$ cat src/rtl/board_io_pkg.sv
// Shared definitions for the board-input conditioning blocks: debouncer
// state encoding and the system clock rate used to size qualification windows.
package board_io_pkg;

  localparam int unsigned CLK_HZ = 50_000_000;

  // Bit 1 is the debounced level and bit 0 is "qualifying", so both outputs
  // come straight off state flops.
  typedef enum logic [1:0] {
    STABLE_LO = 2'b00,
    WAIT_HI   = 2'b01,
    STABLE_HI = 2'b10,
    WAIT_LO   = 2'b11
  } debounce_state_t;

  function automatic int unsigned cycles_for_ms(input int unsigned ms);
    return (CLK_HZ / 1000) * ms;
  endfunction

endpackage

$ cat src/rtl/sync2.sv
// Two-flop synchroniser for an asynchronous board input; both stages load
// RESET_VALUE while reset is asserted.
module sync2 #(
  parameter logic RESET_VALUE = 1'b0
) (
  input  logic clk,
  input  logic rst,
  input  logic d,
  output logic q
);

  logic s1_reg;
  logic s2_reg;

  always_ff @(posedge clk or posedge rst) begin
    if (rst) begin
      s1_reg <= RESET_VALUE;
      s2_reg <= RESET_VALUE;
    end else begin
      s1_reg <= d;
      s2_reg <= s1_reg;
    end
  end

  assign q = s2_reg;

endmodule

$ cat src/rtl/switch_debouncer.sv
// Debounces one raw switch/key: synchronises D, requires STABLE_CYCLES steady
// cycles before Q follows, and strobes Rise/Fall on the first cycle of each new level.
module switch_debouncer
  import board_io_pkg::*;
#(
  parameter int unsigned STABLE_CYCLES = cycles_for_ms(10),
  parameter logic        RESET_LEVEL   = 1'b0
) (
  input  logic Clk,
  input  logic Reset,
  input  logic D,
  output logic Q,
  output logic Rise,
  output logic Fall,
  output logic Busy
);

  localparam int CNT_W = (STABLE_CYCLES > 1) ? $clog2(STABLE_CYCLES) : 1;
  localparam logic [CNT_W-1:0] CNT_MAX = CNT_W'(STABLE_CYCLES - 1);
  localparam debounce_state_t RESET_STATE = RESET_LEVEL ? STABLE_HI : STABLE_LO;

  logic             s2;
  debounce_state_t  state_reg, state_next;
  logic [CNT_W-1:0] cnt_reg, cnt_next;
  logic             rise_reg, rise_next;
  logic             fall_reg, fall_next;

  sync2 #(.RESET_VALUE(RESET_LEVEL)) u_sync (
    .clk (Clk),
    .rst (Reset),
    .d   (D),
    .q   (s2)
  );

  always_comb begin
    state_next = state_reg;
    cnt_next   = cnt_reg;
    rise_next  = 1'b0;
    fall_next  = 1'b0;
    case (state_reg)
      STABLE_LO: if (s2) begin
        state_next = WAIT_HI;
        cnt_next   = '0;
      end
      WAIT_HI: begin
        if (!s2) begin
          state_next = STABLE_LO;
          cnt_next   = '0;
        end else if (cnt_reg == CNT_MAX) begin
          state_next = STABLE_HI;
          rise_next  = 1'b1;
        end else begin
          cnt_next = cnt_reg + CNT_W'(1);
        end
      end
      STABLE_HI: if (!s2) begin
        state_next = WAIT_LO;
        cnt_next   = '0;
      end
      WAIT_LO: begin
        if (s2) begin
          state_next = STABLE_HI;
          cnt_next   = '0;
        end else if (cnt_reg == CNT_MAX) begin
          state_next = STABLE_LO;
          fall_next  = 1'b1;
        end else begin
          cnt_next = cnt_reg + CNT_W'(1);
        end
      end
      default: state_next = RESET_STATE;
    endcase
  end

  always_ff @(posedge Clk or posedge Reset) begin
    if (Reset) begin
      state_reg <= RESET_STATE;
      cnt_reg   <= '0;
      rise_reg  <= 1'b0;
      fall_reg  <= 1'b0;
    end else begin
      state_reg <= state_next;
      cnt_reg   <= cnt_next;
      rise_reg  <= rise_next;
      fall_reg  <= fall_next;
    end
  end

  assign Q    = state_reg[1];
  assign Busy = state_reg[0];
  assign Rise = rise_reg;
  assign Fall = fall_reg;

endmodule
$ cat config.mk
export PLATFORM = sky130hd
export DESIGN_NAME = switch_debouncer
export DESIGN_NICKNAME = d
export VERILOG_FILES = /design/src/rtl/board_io_pkg.sv /design/src/rtl/sync2.sv /design/src/rtl/switch_debouncer.sv
export SDC_FILE = /design/constraint.sdc
export NUM_CORES = 1
export LEC_CHECK = 0
export CORE_MARGIN = 2
export CORE_UTILIZATION = 59
export DETAILED_ROUTE_END_ITERATION = 8
export PLACE_DENSITY = 0.78
export SYNTH_ARGS = -nofsm -noshare
export SYNTH_HDL_FRONTEND = slang
export SYNTH_HIERARCHICAL = 1
export SYNTH_SLANG_ARGS = --single-unit
$ cat constraint.sdc
create_clock -name Clk -period 2.4 [get_ports Clk]
set_clock_uncertainty 0.05 [all_clocks]
set_input_delay 0.72 -clock Clk [delete_from_list [all_inputs] [get_ports Clk]]
set_output_delay 0.72 -clock Clk [all_outputs]
set_load 0.01 [all_outputs]
# Word level (Yosys, flattened, before mapping)
# Cells that the tools add are included.
[totals]
ramBits = 0
inputBits = 3
rom_bits = 0
mem_count = 0
latchBits = 0
out_inout_bits = 4
ff_bits = 25
word_cells = 36
[classes]
n_reduce_logical = 3
n_addsub = 1
bitwise = 0
n_div = 0
shift = 0
n_eq_ne = 8
n_mul = 0
n_lt_le_gt_ge = 0
muxes = 18
[op_table]
columns = ["op", "n"]
rows = [
  ["$mux 19", 5],
  ["$pmux 19 s4", 1],
  ["$add 19x1->19 const B", 1],
  ["$eq 19x19->1 const B", 1],
  ["$mux 2", 6],
  ["$pmux 2 s4", 1],
  ["$mux 1", 5],
  ["$eq 2x2->1 const B", 2],
  ["$reduce_and 4->1", 1],
  ["$ne 3x2->1 const B", 1],
  ["$ne 3x3->1 const B", 1],
  ["$eq 2x1->1 const B", 1],
  ["$logic_not 2->1", 1],
  ["$ne 2x1->1 const B", 1],
  ["$ne 2x2->1 const B", 1],
  ["$reduce_and 2->1", 1],
]

# Logic depth before layout (Yosys ltp)
# Gate-level depths: netlist of the first run.
[depth]
word_depth = 4
mapped_depth = 6

# Hierarchy
# Netlist of the first run, hierarchy kept.
[by_module_without_submodules]
columns = ["module", "instances", "area_per_inst_um2", "seq_area_each_um2", "cells_each"]
rows = [
  ["switch_debouncer", 1, 1397.6, 575.6, 145],
  ["sync2", 1, 53.8, 50.0, 3],
]

# Worst setup path before layout of the first run
# OpenSTA, ideal clock, no wires.
[synth_path]
path_kind = "reg-to-reg"
start = "register cnt_reg[0]"
end = "register cnt_reg[18]"
path_slack_ps = 579
period_less_slack_ps = 1821
n_path_buf = 0
required_time_ps = 2229
path_stages_with_launch = 7
arrival_time_ps = 1650
path_cell_list = "dfrtp_1 ha_1 nand4_4 nor4_4 nand3_1 a21o_1 a22o_1"
[synth_via]
elab_chain_cells = 4
[synth_rtl]
columns = ["item", "line", "rtl"]
rows = [
  ["start, declared", "switch_debouncer.sv:24", "logic [CNT_W-1:0] cnt_reg, cnt_next;"],
  ["start signal, assigned", "switch_debouncer.sv:83", "cnt_reg <= cnt_next;"],
  ["$add 19x1->19 / $eq 19x19->1 (equally long branches)", "--", ""],
  ["$mux 19 (*)", "switch_debouncer.sv:49, switch_debouncer.sv:64", ""],
  ["$mux 19 (on tied branches)", "switch_debouncer.sv:61, switch_debouncer.sv:46", ""],
  ["$pmux 19 s4 (*)", "switch_debouncer.sv:40", "case (state_reg)"],
]
# Every way passes the cells marked *; elsewhere a longest branch is shown, timed or not.
# A chain may end at the register's enable or synchronous reset.

==> impl_metrics.py, run 1 <==
metrics = {
    "global_routing": {
        "grt_pass1_vias": 1106,
        "met1_usage_pct": 34.6,
        "busiest_layer": "met2",
        "grtUsageTotal_pct": 25.3,
        "antenna_found_initial": 0,
        "use_met3_pct": 3.06,
        "grt_use_met2_pct": 39.3,
        "grt_max_degree": 24,
        "grt_overflow": 0,
        "grt_first_pass_wirelength_um": 5110,
    },
    "logic_synthesis": {
        "ys_seq_area_share_pct": 43.1,
        "synth_nets": 152,
        "yosys-top-cells-area": "dfrtp_1 43%, nand2_1 5.2%, xor2_1 4.8%",
        "ys_ff_latch": 25,
        "synth_cell_types": 40,
        "yosysWarnings": 6,
        "synth_ff_type": "dfrtp_1",
        "synth_area_per_cell_um2": 9.81,
        "synth_top_area_cell": "dfrtp_1",
        "ys_async_sr_fraction_pct": 100,
        "netlist_instances": 148,
        "netlist.area_leader.share_pct": 43.1,
        "syn_area_um2": 1450,
        "synth_edf_count": 0,
    },
    "sta": {
        "rsz0062_at_grt": "no",
        "layout_setup_ws_ns": 0.264,
        "setup_viol": 0,
        "hold_viol": 0,
        "maxSlewHeadroom_pct": 49.2,
        "max_freq_mhz": 468,
        "slew_viol_final": 0,
        "worstMarginPinSlew_ns": 0.760,
        "min_period_ns": 2.14,
        "finalCritPeriodShare_pct": 89.0,
        "tns_ns": 0,
    },
    "die": {
        "die_x_um": 53.6,
        "rows": 17,
        "die_area_um2": 2870,
        "ios": 7,
        "die_h_um": 53.6,
        "initial_core_util_pct": 63.8,
        "coreArea_um2": 2280,
    },
    "placed_design": {
        "dp_slack_ns": 0.420,
        "dp_cells": 182,
        "numPortBuffers": 6,
        "place.gp.congestion": 0.912,
        "dpl.hpwl_um": 2090,
        "placed_cell_area_um2": 1550,
    },
    "setup_path": {
        "cpPeakStageDelay_ns": 0.58,
        "path_cells": "clkdlybuf4s50_1",
        "cp-end-kind": "primary output",
        "path_class": "register to primary output",
        "cp_slowest_cell": "clkdlybuf4s50_1",
        "crit_fanout": 6,
        "worstSetupStartpointType": "register",
        "worst_path_dominant_cell_family": "buffers and inverters",
        "cp.arrival_ns": 1.37,
        "critPathBufInv": 1,
        "worst-endpoint-required_ns": 1.63,
    },
    "clock_network": {
        "worst_skew_pair.late_latency_ns": 0.33,
        "post_cts_resized": 0,
        "cts_tree": "yes",
        "h-tree-depth": 1,
        "postCtsSetupBuffers": 0,
        "root_buffer": "clkbuf_4",
        "cts_num_sinks": 25,
        "clk_pin_slew_worst_paths_ns": 0.13,
        "clk_path_buf_depth": 2,
        "ctsHoldBuffers": 0,
        "cts_made_buffers": 3,
    },
    "finish": {
        "syn_to_final_growth_pct": 8.79,
        "design_area_um2": 1580,
        "largest_register_ffs": 19,
        "fin_cells": 186,
        "fillers": 168,
        "diodes": 0,
        "drive_above_1_share_pct": 12.7,
        "nets": 163,
    },
    "routing": {
        "viasPerCell": 6.19,
        "drt-initial-drc-count": 28,
        "ant_nets": 0,
        "drt-pass1-iter-count": 4,
        "wl_per_cell_um": 15.8,
        "drc_errors": 0,
        "vias": 1151,
        "routed_wl_um": 2940,
    },
    "power_and_ir_drop": {
        "cellPowerDensity_nw_per_um2": 429,
        "power_leakage_nw": 0.681,
        "share_seq_of_total_power_pct": 63.9,
        "total_power_w": 0.000677,
        "p_sw_share_pct": 24.8,
        "p_clk_share_pct": 28.8,
        "intPower_w": 0.000509,
        "switching_power_w": 0.000168,
        "combPwrFrac_pct": 7.3,
        "ir_worst_vdd_v": 0.000412,
    },
    "outcome": {
        "status": "finished clean",
    },
    "hold_path": {
        "hold_class": "register to register",
    },
    "run": {
        "maxCapViolCount": 0,
    },
}
## cell usage after synthesis, drive strengths merged (2+ instances only)
| cell type | n |
|---|---|
| xnor2 | 6 |
| xor2 | 8 |
| nor3b | 3 |
| nor2 | 10 |
| clkbuf | 2 |
| nand2 | 21 |
| and3 | 5 |
| nand4 | 7 |
| dfrtp | 25 |
| nor4 | 2 |
| a31oi | 2 |
| o21ai | 11 |
| o31ai | 4 |
| buf | 2 |
| mux2i | 2 |
| nor3 | 3 |
| inv | 7 |
| nand3 | 8 |
| a21oi | 2 |
| o22ai | 7 |
## power by group through the flow
stage	combinational (W)	sequential, W	clock [W]
after floorplan	0.0000302	0.000440	0
after global placement	0.0000489	0.000440	0
after detailed placement	0.0000502	0.000441	0
after CTS	0.0000501	0.000433	0.000198
after global routing	0.0000559	0.000434	0.000210
final	0.0000492	0.000433	0.000195
## final timing paths
path / startpoint / endpoint / slack [ns] / cells after the start
worst max register to register: cnt_reg[0]$_DFFE_PP0P_ / cnt_reg[18]$_DFFE_PP0P_ / 0.40 / 6
worst min-delay path: u_sync/s1_reg$_DFF_PP0_ / u_sync/q$_DFF_PP0_ / 0.32 / 0
max in group asynchronous: Reset / cnt_reg[6]$_DFFE_PP0P_ / 1.36 / 3
worst max-delay path: register / Q / 0.26 / 1
worst min register to register: u_sync/s1_reg$_DFF_PP0_ / u_sync/q$_DFF_PP0_ / 0.32 / 0
min in group asynchronous: Reset / u_sync/s1_reg$_DFF_PP0_ / 0.51 / 2
## cell usage in the layout, fill, tap and decap left out, drive strengths merged
master,netlist,routed
or2,1,1
mux2,1,1
nand2b,1,1
nor3,3,3
o31ai,4,4
dfrtp,25,25
a22o,1,1
o21ai,11,11
nand3,8,8
o21bai,1,1
or3,1,1
nor3b,3,3
a31oi,2,2
a21oi,2,2
mux2i,2,2
nand4,7,7
xnor2,6,6
nor4b,1,1
and3,5,5
buf,2,4
nor4,2,2
a41oi,1,1
xor2,8,8
nor2,10,10
clkbuf,2,4
a21o,1,1
o22ai,7,7
clkdlybuf4s50,0,6
nand2,21,21
and2,1,1
ha,1,1
inv,7,7
## final cells by class
type	count	area [µm²]	share of cell area, %
tap	28	35.0	2.22
multi-input combinational	112	776	49.1
timing repair buffer	10	90.1	5.71
inverter	7	26.3	1.66
sequential	25	626	39.6
clock buffer	4	26.3	1.66
## through the flow
stage | utilization [%] | hold slack, ns
global route | 69.4 | 0.333
finish | 69.4 | 0.323
floorplan | - | 0.281
detailed placement | 68.2 | 0.294
global placement | 68.2 | 0.290
CTS | 69.4 | 0.329
## metal layers
layer / vias to the layer above / wire length, µm
li1: 547 / -
met1: 546 / 1290
met2: 52 / 1410
met3: 6 / 194
met4: 0 / 47
met5: - / 0
## kinds of logic (layout without fill, tap and decap cells)
| family | Yosys count | after routing | share of synthesized area [%] |
|---|---|---|---|
| AOI/OAI and AO/OA | 30 | 30 | 13.0 |
| xor gates and xnor gates | 14 | 14 | 8.45 |
| adders and majority gates | 1 | 1 | 0.862 |
| buffers and inverters | 11 | 21 | 3.45 |
| DFF | 25 | 25 | 43.1 |
| muxes | 3 | 3 | 2.41 |
| and+or+nand+nor | 64 | 64 | 28.7 |
No activity file was read; power rests on OpenSTA's default activity.
==> run 2, diff against run 1 <==
--- a/config.mk
+++ b/config.mk
@@ -6,10 +6,11 @@
 export NUM_CORES = 1
 export LEC_CHECK = 0
 export CORE_MARGIN = 2
-export CORE_UTILIZATION = 59
+export CORE_UTILIZATION = 60
+export CTS_BUF_LIST = sky130_fd_sc_hd__clkbuf_8 sky130_fd_sc_hd__clkbuf_16
 export DETAILED_ROUTE_END_ITERATION = 8
-export PLACE_DENSITY = 0.78
+export DONT_BUFFER_PORTS = 1
+export PLACE_DENSITY = 0.76
 export SYNTH_ARGS = -nofsm -noshare
 export SYNTH_HDL_FRONTEND = slang
-export SYNTH_HIERARCHICAL = 1
 export SYNTH_SLANG_ARGS = --single-unit
==> run 2 against run 1 <==
  * Power is 8.9% higher
  * Global-route usage is 0.73 points lower
  * Synthesized area shrank 7.8%
  * Highest routed layer unchanged
==> impl_metrics.py, run 2 <==
metrics = {
    "setup_path": {
        "r2r-start": "cnt_reg[12]$_DFFE_PP0P_",
        "path_class": "register to register",
        "cp-end-kind": "register",
        "worst-endpoint-required_ns": 2.52,
        "cp.arrival_ns": 2.13,
        "path_cells": "and4bb_1 -> nand4b_1 -> nor4_1 -> nor3_1 -> a21o_1",
        "cpPeakStageDelay_ns": 0.66,
        "cp_slowest_cell": "nor4_1",
        "crit_fanout": 6,
        "startpoint": "cnt_reg[12]$_DFFE_PP0P_",
        "worstSetupStartpointType": "register",
    },
    "logic_synthesis": {
        "synth_nets": 148,
        "synth_cell_types": 40,
        "synth_ff_type": "dfrtp_1",
        "synth_top_family_by_area": "simple AND/OR/NAND/NOR gates",
        "syn_area_um2": 1340,
        "muxShareOfSynthArea_pct": 0.841,
        "yosysWarnings": 0,
        "yosys.area_share.adder_pct": 0.935,
        "synth-xor-area-share_pct": 7.20,
        "synthTopCellsByCount": "25 x dfrtp_1, 18 x nand2_1, 11 x o21ai_0",
        "synth_edf_count": 0,
        "netlist.area_leader.share_pct": 46.7,
        "synth_compound_area_share_pct": 16.8,
        "synth-simple-area-share_pct": 24.0,
        "synth.most_common_cell": "dfrtp_1",
        "yosys-top-cells-area": "dfrtp_1 47%, nand2_1 5.0%, xnor2_1 4.6%",
        "synth_area_per_cell_um2": 9.30,
        "synth_top_area_cell": "dfrtp_1",
        "ys_async_sr_fraction_pct": 100,
        "netlist_instances": 144,
        "ys_ff_latch": 25,
        "ys_seq_area_share_pct": 46.7,
    },
    "hold_path": {
        "hold_class": "register to register",
        "worstHoldStart": "u_sync.s1_reg$_DFF_PP0_",
    },
    "sta": {
        "min_period_ns": 2.00,
        "finalCritPeriodShare_pct": 83.5,
        "setup_viol": 0,
        "tns_ns": 0,
        "maxSlewHeadroom_pct": 54.0,
        "rsz0062_at_grt": "no",
        "slew_viol_final": 0,
        "max_freq_mhz": 499,
        "worstMarginPinSlew_ns": 0.684,
        "layout_setup_ws_ns": 0.396,
        "hold_viol": 0,
    },
    "outcome": {
        "status": "finished clean",
    },
    "global_routing": {
        "grtUsageTotal_pct": 24.5,
        "antenna_found_initial": 0,
        "grt_first_pass_wirelength_um": 4730,
        "grt_overflow": 0,
        "grt_max_degree": 26,
        "grt_pass1_vias": 1019,
    },
    "power_and_ir_drop": {
        "share_seq_of_total_power_pct": 59.4,
        "intPower_w": 0.000559,
        "cellPowerDensity_nw_per_um2": 522,
        "switching_power_w": 0.000178,
        "p_sw_share_pct": 24.1,
        "p_clk_share_pct": 34.6,
        "combPwrFrac_pct": 5.9,
        "ir_worst_vdd_v": 0.000416,
        "power_leakage_nw": 0.558,
    },
    "clock_network": {
        "worst_skew_pair.late_latency_ns": 0.27,
        "root_buffer": "clkbuf_8",
        "postCtsSetupBuffers": 0,
        "clk_path_buf_depth": 2,
        "cts_made_buffers": 3,
        "clk_pin_slew_worst_paths_ns": 0.09,
        "cts_tree": "yes",
        "post_cts_resized": 0,
        "ctsHoldBuffers": 0,
        "h-tree-depth": 1,
        "cts_num_sinks": 25,
    },
    "routing": {
        "wl_per_cell_um": 15.9,
        "drt-initial-drc-count": 31,
        "routed_wl_um": 2740,
        "viasPerCell": 6.37,
        "drc_errors": 0,
        "vias": 1095,
        "ant_nets": 0,
        "drt-pass1-iter-count": 4,
    },
    "finish": {
        "design_area_um2": 1410,
        "final_common_cell": "dfrtp_1",
        "syn_to_final_growth_pct": 5.42,
        "largest_register_ffs": 19,
        "nets": 149,
        "mostFrequentLayoutCells": "25 x dfrtp_1, 18 x nand2_1, 11 x o21ai_0",
        "diodes": 0,
        "drive_above_1_share_pct": 9.72,
    },
    "placed_design": {
        "placed_cell_area_um2": 1370,
        "place.gp.congestion": 0.853,
        "numPortBuffers": 0,
        "dpl.hpwl_um": 1960,
        "dp_slack_ns": 0.446,
    },
    "run": {
        "maxCapViolCount": 0,
    },
    "die": {
        "initial_core_util_pct": 61.7,
        "die_h_um": 51.2,
        "coreArea_um2": 2170,
        "ios": 7,
        "die_x_um": 51.2,
        "die_area_um2": 2630,
        "rows": 17,
    },
}
[run 2: changes by cell type after synthesis, sizes merged, moves of 3 or more]
cell / previous run / this run
a21oi: 2 / 11
inv: 7 / 2
o31ai: 4 / 0
xor2: 8 / 4
clkbuf: 2 / 5
nand2: 21 / 18
nand3: 8 / 5
[run 2: path summary, 6_finish.rpt]
path                            cells past startpoint                       to  slack (ns)
worst max-delay path                                5   cnt_reg[0]$_DFFE_PP0P_        0.40
worst min-delay path                                0       u_sync.q$_DFF_PP0_        0.31
worst max register to register                      5   cnt_reg[0]$_DFFE_PP0P_        0.40
worst min register to register                      0       u_sync.q$_DFF_PP0_        0.31
max in group asynchronous                           2  cnt_reg[14]$_DFFE_PP0P_        1.74
min in group asynchronous                           2  u_sync.s1_reg$_DFF_PP0_        0.33
[run 2: through the flow]
step	util [%]	hold slack, ns	std cells	power [W]
after floorplan	-	0.281	144	0.000475
after global placement	62.9	0.285	168	0.000488
after detailed placement	62.9	0.289	168	0.000491
after CTS	65.1	0.309	172	0.000737
after global routing	65.1	0.312	172	0.000762
final	65.1	0.305	172	0.000737
[run 2: cell type report]
type	count	area (µm²)
sequential	25	626
clock inverter	1	5.00
fill	179	758
tap	28	35.0
multi-input combinational	109	667
inverter	2	7.51
clock buffer	3	41.3
timing repair buffer	4	30.0
[run 2: cells by family after synthesis]
| kind of cell | after synthesis |
|---|---|
| adders and majority gates | 1 |
| AOI/OAI and AO/OA | 37 |
| and+or+nand+nor | 59 |
| muxes | 1 |
| DFF | 25 |
| buffers and inverters | 10 |
| xor gates and xnor gates | 11 |
[run 2: power by group through the flow]
| stage | clock, W | sequential [W] | combinational (W) |
|---|---|---|---|
| 6_report | 0.000255 | 0.000438 | 0.0000437 |
| 5_1_grt | 0.000272 | 0.000439 | 0.0000503 |
| 4_1_cts | 0.000255 | 0.000438 | 0.0000442 |
| 3_3_place_gp | 0 | 0.000446 | 0.0000429 |
| 2_1_floorplan | 0 | 0.000442 | 0.0000331 |
| 3_5_place_dp | 0 | 0.000446 | 0.0000442 |
[run 2: routing by layer]
layer  up-vias  track usage [%]  routed length, µm
li1        525                -                  -
met1       531             35.7               1280
met2        32             37.4               1270
met3         7             2.92                134
met4         0             10.1                 55
met5         -                0                  0
[run 2: critical path: cells and delay by family, from the launching register on]
| kind | cells | cell delay (ns) |
|---|---|---|
| simple gates | 4 | 1.25 |
| compound gates | 1 | 0.17 |
| flops | 1 | 0.43 |
